$ cat src/rtl/fact_ctrl.sv
// Sequencing FSM for the iterative factorial datapath (init / compare / inc / mul).
// Optional iteration watchdog with ERR state: define FACT_CTRL_WATCHDOG_EN.
//
// state | meaning
// IDLE  | waiting for go; all outputs low
// INIT  | load counter and product register with 1
// CHECK | sample proceed; choose next iteration or finish
// INC   | increment datapath counter
// MUL   | product := product * counter
// DONE  | result valid; hold until go drops
// ERR   | watchdog abort (watchdog builds only); hold until go drops
module fact_ctrl #(
  parameter int SIZE     = 8,
  parameter int MAX_ITER = 255
) (
  input  logic clk_i,
  input  logic rst_i,
  input  logic go_i,
  input  logic proceed_i,
  output logic sel_init_o,
  output logic cnt_load_o,
  output logic cnt_en_o,
  output logic reg_load_o,
  output logic done_o,
  output logic busy_o,
  output logic err_o
);

  typedef enum logic [2:0] {
    S_IDLE  = 3'd0,
    S_INIT  = 3'd1,
    S_CHECK = 3'd2,
    S_INC   = 3'd3,
    S_MUL   = 3'd4,
    S_DONE  = 3'd5
`ifdef FACT_CTRL_WATCHDOG_EN
    , S_ERR = 3'd6
`endif
  } state_e;

  localparam logic [SIZE-1:0] ITER_LIMIT = SIZE'(MAX_ITER);

  state_e          state_q, state_d;
  logic [SIZE-1:0] iter_q, iter_d;

  always_ff @(posedge clk_i or posedge rst_i) begin
    if (rst_i) begin
      state_q <= S_IDLE;
      iter_q  <= '0;
    end else begin
      state_q <= state_d;
      iter_q  <= iter_d;
    end
  end

  always_comb begin
    state_d = state_q;
    iter_d  = iter_q;
    case (state_q)
      S_IDLE:  if (go_i) state_d = S_INIT;
      S_INIT: begin
        iter_d  = '0;
        state_d = S_CHECK;
      end
      S_CHECK: begin
        if (!proceed_i)                  state_d = S_DONE;
`ifdef FACT_CTRL_WATCHDOG_EN
        else if (iter_q == ITER_LIMIT)   state_d = S_ERR;
`endif
        else                             state_d = S_INC;
      end
      S_INC: begin
        // saturate so a long run cannot wrap past the watchdog limit
        if (iter_q != '1) iter_d = iter_q + 1'b1;
        state_d = S_MUL;
      end
      S_MUL:   state_d = S_CHECK;
      S_DONE:  if (!go_i) state_d = S_IDLE;
`ifdef FACT_CTRL_WATCHDOG_EN
      S_ERR:   if (!go_i) state_d = S_IDLE;
`endif
      default: state_d = S_IDLE;
    endcase
  end

  always_comb begin
    sel_init_o = 1'b0;
    cnt_load_o = 1'b0;
    cnt_en_o   = 1'b0;
    reg_load_o = 1'b0;
    done_o     = 1'b0;
    err_o      = 1'b0;
    busy_o     = (state_q != S_IDLE);
    case (state_q)
      S_INIT: begin
        sel_init_o = 1'b1;
        cnt_load_o = 1'b1;
        reg_load_o = 1'b1;
      end
      S_INC:  cnt_en_o   = 1'b1;
      S_MUL:  reg_load_o = 1'b1;
      S_DONE: done_o     = 1'b1;
`ifdef FACT_CTRL_WATCHDOG_EN
      S_ERR:  err_o      = 1'b1;
`endif
      default: ;
    endcase
  end

`ifndef FACT_CTRL_WATCHDOG_EN
  // iteration count has no consumer without the watchdog
  logic unused_cfg;
  assign unused_cfg = ^{iter_q, ITER_LIMIT};
`endif

endmodule
$ cat config.mk
export PLATFORM = sky130hd
export DESIGN_NAME = fact_ctrl
export DESIGN_NICKNAME = d
export VERILOG_FILES = /design/src/rtl/fact_ctrl.sv
export SDC_FILE = /design/constraint.sdc
export NUM_CORES = 1
export LEC_CHECK = 0
export CORE_AREA = 2 2 39 41
export CTS_CLUSTER_SIZE = 12
export DETAILED_ROUTE_END_ITERATION = 10
export DIE_AREA = 0 0 41 43
export PLACE_DENSITY = 0.45
export SETUP_SLACK_MARGIN = 0.5
export SKIP_LAST_GASP = 1
export SYNTH_ARGS = -nofsm -noshare
export SYNTH_HDL_FRONTEND = slang
export SYNTH_SLANG_ARGS = --single-unit
$ cat constraint.sdc
create_clock -name clk_i -period 2.4 [get_ports clk_i]
set_input_delay 0.24 -clock clk_i [delete_from_list [all_inputs] [get_ports clk_i]]
set_output_delay 0.24 -clock clk_i [all_outputs]
set_load 0.01 [all_outputs]
==> results.md, run 1 <==
* Status: complete, no violations
* Drt wl/cell at 9.80 um
* Hold slack at 0.167 ns
* Proportion of layout cells with a drive suffix above 1 at 12.1%
* Die height at 43 um
* Sequential Power Share at 28.7%
* Crit path depth at 2
* P_int at 0.279 mW
* Final TNS setup at 0 ns
* HPWL after DPL at 328 um
* Root Driver: clkbuf_4
* CP delay by family, top: buffers and inverters
* Sequential area share after synthesis at 37.3%
* DRC viols at 0
* Vias in the first global route at 221
* P_sw at 0.170 mW
* Num ports at 11
* Chip width at 41 um
* Largest stage delay on the critical path at 0.48 ns
* Syn Area/Cell at 8.76 sq um
* Clock Sinks at 3
* Pwr Density at 1420 mW/mm^2
* Critical path peak fanout at 8
* Sw frac at 37.9%
* Crit. End Element: output pin
* CP Data Required Time at 2.16 ns
* Largest net degree at the start of global routing at 10
* Syn_nets at 27
* Antenna diode count at 0
* Logic pwr share at 51.2%
* Site Rows at 14
* Max FFs per register at 3
* Synthesis Warnings at 0
* Worst hold path class: in2async
* Tmin final at 1.82 ns
* R2r setup slk at 1.48 ns
* Leak at 0.125 nW
* Final period util at 75.7%
* Number of hold buffers added after CTS at 0
* Area Growth Syn to Fin at 57.1%
* Routed WL at 480 um
* Yosys reg bits at 3
* Core area at 0.00138 sq mm
* Most frequent cells in the layout: clkdlybuf4s50_1, nor2_1, clkbuf_4, dfrtp_1
* Final setup fails at 0
* DRT iter0 DRCs at 3
* Crit path kind: reg2out
* Vias/cell at 4.08
* Maximum buffer depth of the clock tree at 2
* Syn Inst Count at 23
* Hold Vio Cnt, Final at 0
* Mapped cell area at 201 sq um
* Pre-antenna DRT Iters at 4
* GRT overflow at 0
* Most flops, register: state_q
* TritonCTS clock tree: done
* Starting Density at 14.6%
* Reg-to-Reg Start: state_q[2]
* Die ar. at 0.00176 sq mm
* Final GP Congestion at 0.701
* Worst Skew at 0.00154 ns
* Input/output buffers at 9
* Commonest non-fill, non-tap cell in the layout: clkdlybuf4s50_1
* Post-CTS Setup Bufs at 0
* Distinct cells, synth at 16
* Worst Path Arrival at 1.58 ns
* Critical path's slowest cell: clkdlybuf4s50_1
* Worst Setup Start Kind: flop
* Largest regs: state_q x3
* Fmax at 550 MHz
* Via count at 200
* Power share of the clock group at 20.0%
* First-pass GRT wire length at 807 um
* Peak VDD IR at 242 uV
* Antenna-violating nets left at 0
* Max cap viols at 0
* CP cell instances: or3_1, clkdlybuf4s50_1
* CTS buffer count at 3
* Slew Limit Fails at 0
* CTS clk-pin slew, worst paths at 0.04 ns
* Initial antenna violation count at 0
* Nets at 38
* Worst r2r path cells at 2
* RSZ-0062 raised after global routing: false
* WP buf/inv at 1
* CTS H-tree depth at 1
* Fillers at 161
* Gr usage total at 7.24%
* Clk Latency, worst-skew pair at 0.24 ns
* Reg-to-Reg End: state_q[1]
==> stage by stage <==
step	utilization [%]	power, mW	cell area [sq um]	setup slack, ns	instances
after detailed placement	20.6	0.355	285	0.800	45
after CTS	22.5	0.449	312	0.542	49
after global routing	22.9	0.487	317	0.527	49
after floorplan	-	0.257	201	1.12	23
final	22.9	0.449	317	0.582	49
after global placement	20.6	0.350	285	0.857	45
==> synth_stat cells (all sizes together) <==
cell type  number  share of area (%)
nand4bb         1                5.6
nor2            3                5.6
nand2b          1                3.1
dfrtp           3                 37
conb            1                1.9
nor2b           1                3.1
o21ai           2                5.0
or3             1                3.1
buf             3                 13
inv             2                3.7
nand4b          1                4.3
nor3            1                2.5
xnor2           1                4.3
o31ai           1                3.7
nor3b           1                3.7
==> power groups by stage <==
stage / logic (mW) / clock network (mW) / registers, mW
after CTS: 0.230 / 0.0946 / 0.124
after global routing: 0.256 / 0.0985 / 0.132
after detailed placement: 0.230 / 0 / 0.125
final: 0.230 / 0.0900 / 0.129
after floorplan: 0.155 / 0 / 0.103
after global placement: 0.229 / 0 / 0.121
==> worst max-delay path by stage <==
stage,from,to
floorplan,state_q[0],sel_init_o
global placement,state_q[2],busy_o
detailed placement,state_q[0],sel_init_o
CTS,state_q[0],sel_init_o
global route,state_q[0],done_o
finish,state_q[2],busy_o
==> what timing repair did <==
action                                  CTS  global route
endpoints found under the hold margin     0             0
resized for setup                         0             1
endpoints found under the setup margin    0             2
==> layout make-up <==
class                      instances  area [sq um]  share of cell area [%]
clock buffer                       4          26.3                    8.30
inverter                           2          7.51                    2.37
multi-input combinational         15          97.6                    30.8
sequential                         3          75.1                    23.7
tap                               16          20.0                    6.32
timing repair buffer               9          90.1                    28.5
==> cells by family after synthesis <==
kind of cell | synth area share, %
buf+inv | 16.8
compound gates | 8.70
simple gates | 31.1
xor+xnor | 4.35
flops | 37.3
other cells | 1.86
==> metal layers <==
metal  GRT usage (%)  part of all wire, %
met3            2.09                  8.3
met1            6.77                   40
met4            10.0                  4.6
met2            10.0                   47
met5               0                    0
Note: power is estimated with default switching activity, not from simulation.
==> run 2, diff against run 1 <==
clock period = 1.9 ns   (was 2.4 ns; I/O delays follow)
==> run 2 against run 1 <==
  * Final area increased by 2.8%
  * Total power increased by 28%
  * Cell count increased by 6.1%
  * Largest cell class unchanged
  * Critical path depth unchanged
  * Via count increased by 5.0%
==> results.md, run 2 (synthesis gave the netlist of run 1 again) <==
* Fmax at 731 MHz
* HPWL after DPL at 310 um (-5.5%)
* Largest regs: state_q x3
* Pre-antenna DRT Iters at 2 (-2)
* R2r setup slk at 0.88 ns (-0.60 ns)
* Fillers at 161 (unchanged)
* Die ar. at 0.00176 sq mm (unchanged)
* Clk Latency, worst-skew pair at 0.23 ns (about the same)
* Slew Limit Fails at 0 (unchanged)
* Via count at 210 (+5.0%)
* Reg-to-Reg End: state_q[1]
* Worst Path Arrival at 1.18 ns (-0.40 ns)
* Power share of the clock group at 19.5% (-0.5 points)
* Worst r2r path cells at 4 (+2)
* Nets at 41 (+7.9%)
* Reg-to-Reg Start: state_q[0]
* Peak VDD IR at 342 uV (+42%)
* Max FFs per register at 3 (unchanged)
* Initial antenna violation count at 0 (unchanged)
* Critical path peak fanout at 7 (-1)
* Drt wl/cell at 9.56 um (-2.4%)
* Root Driver: clkbuf_4
* Worst hold path class: in2async
* Core area at 0.00138 sq mm (unchanged)
* Hold Vio Cnt, Final at 0 (unchanged)
* CTS buffer count at 3 (unchanged)
* CP cell instances: or3_1, buf_2
* Sw frac at 39.6% (+1.7 points)
* Tmin final at 1.37 ns
* Leak at 0.145 nW (+16%)
* Final GP Congestion at 0.716 (+2.1%)
* Site Rows at 14 (unchanged)
* Chip width at 41 um (unchanged)
* Critical path's slowest cell: dfrtp_2
* First-pass GRT wire length at 662 um (-18%)
* Logic pwr share at 53.5% (+2.3 points)
* Pwr Density at 1770 mW/mm^2 (+25%)
* Final TNS setup at 0 ns (unchanged)
* CTS clk-pin slew, worst paths at 0.04 ns (about the same)
* Fin cells at 52 (+6.1%)
* DRT iter0 DRCs at 1 (-2)
* CP Data Required Time at 1.71 ns (-0.45 ns)
* Antenna-violating nets left at 0 (unchanged)
* DRC viols at 0 (unchanged)
* Crit path kind: reg2out
* Crit. End Element: output pin
* Num ports at 11 (unchanged)
* Largest stage delay on the critical path at 0.45 ns (-0.03 ns)
* Gr usage total at 6.13% (-1.1 points)
* Most flops, register: state_q
* Sequential Power Share at 27.1% (-1.6 points)
* Proportion of layout cells with a drive suffix above 1 at 44.4% (+32 points)
* GRT overflow at 0 (unchanged)
* Input/output buffers at 9 (unchanged)
* Antenna diode count at 0 (unchanged)
* Number of hold buffers added after CTS at 0 (unchanged)
* RSZ-0062 raised after global routing: true
* P_sw at 0.228 mW (+34%)
* Starting Density at 14.6% (unchanged)
* Max cap viols at 0 (unchanged)
* Placed cell count at 45 (unchanged)
* Commonest non-fill, non-tap cell in the layout: clkbuf_2
* Final period util at 72.0%
* Vias in the first global route at 181 (-18%)
* Area Growth Syn to Fin at 61.5%
* Final setup fails at 0 (unchanged)
* Clock Sinks at 3 (unchanged)
* Worst Skew at 0.00124 ns (-0.000295 ns)
* Worst Setup Start Kind: flop
* Vias/cell at 4.04 (-1.1%)
* Maximum buffer depth of the clock tree at 2 (unchanged)
* Status: complete, no violations
* Routed WL at 497 um (+3.5%)
* P_int at 0.348 mW (+25%)
* CTS H-tree depth at 1 (unchanged)
* Largest net degree at the start of global routing at 10 (unchanged)
* Die height at 43 um (unchanged)
* TritonCTS clock tree: done
==> run 2: cell count changes in the layout (fill, tap and decap cells not counted) <==
cell             before  now
buf_2                 0    1
clkdlybuf4s15_1       0    1
dfrtp_1               3    0
clkbuf_2              0    4
xnor2_2               0    1
xnor2_1               1    0
dfrtp_2               0    3
clkdlybuf4s50_1       9    3
buf_4                 0    3
==> run 2: how the worst max path moves through the flow <==
stage                     startpoint    endpoint  slack [ns]  cells after the start
final                     state_q[2]      busy_o        0.53                      2
after global routing      state_q[0]  reg_load_o        0.48                      4
after CTS                 state_q[0]  sel_init_o        0.45                      3
after detailed placement  state_q[0]  sel_init_o        0.35                      3
after global placement    state_q[0]  sel_init_o        0.38                      3
after floorplan           state_q[0]  sel_init_o        0.67                      3
==> run 2: what timing repair did <==
action	4_1_cts	5_1_grt
pin swaps	0	1
setup endpoints to repair	6	6
setup buffers	1	2
gates resized for setup	14	9
==> run 2: cell type report <==
class	count	area (sq um)	share of cell area [%]
Multi-Input combinational cell	15	105	32.3
Inverter	2	7.51	2.31
Clock buffer	4	26.3	8.08
Sequential cell	3	78.8	24.2
Tap cell	16	20.0	6.15
Timing Repair Buffer	12	87.6	26.9
==> run 2: power groups by stage <==
stage / Clock [mW] / Combinational, mW / Sequential [mW]
final: 0.112 / 0.308 / 0.156
after detailed placement: 0 / 0.288 / 0.157
after global placement: 0 / 0.290 / 0.153
after floorplan: 0 / 0.195 / 0.130
after global routing: 0.126 / 0.344 / 0.164
after CTS: 0.118 / 0.259 / 0.160
==> run 2: worst max-delay path: cells and delay by family, from the launching register on <==
| kind | cells | cell delay (ns) |
|---|---|---|
| buf+inv | 1 | 0.14 |
| flops | 1 | 0.45 |
| simple gates | 1 | 0.35 |
==> run 2: metal layers <==
layer	wire length, um	track usage, %	share of wire [%]
met3	35	1.57	7.0
met5	0	0	0
met4	19	8.00	3.8
met1	196	7.10	39
met2	246	7.50	49
==> run 2: per-stage QoR <==
step                      setup WS (ns)  total power [mW]  util (%)  cell area (sq um)  hold slack (ns)
after floorplan                   0.673             0.325         -                201          -0.0564
after global placement            0.380             0.442      20.6                285            0.367
after detailed placement          0.351             0.445      20.6                285            0.367
after CTS                         0.450             0.536      22.7                314            0.117
after global routing              0.479             0.634      23.5                325            0.125
final                             0.532             0.576      23.5                325            0.119
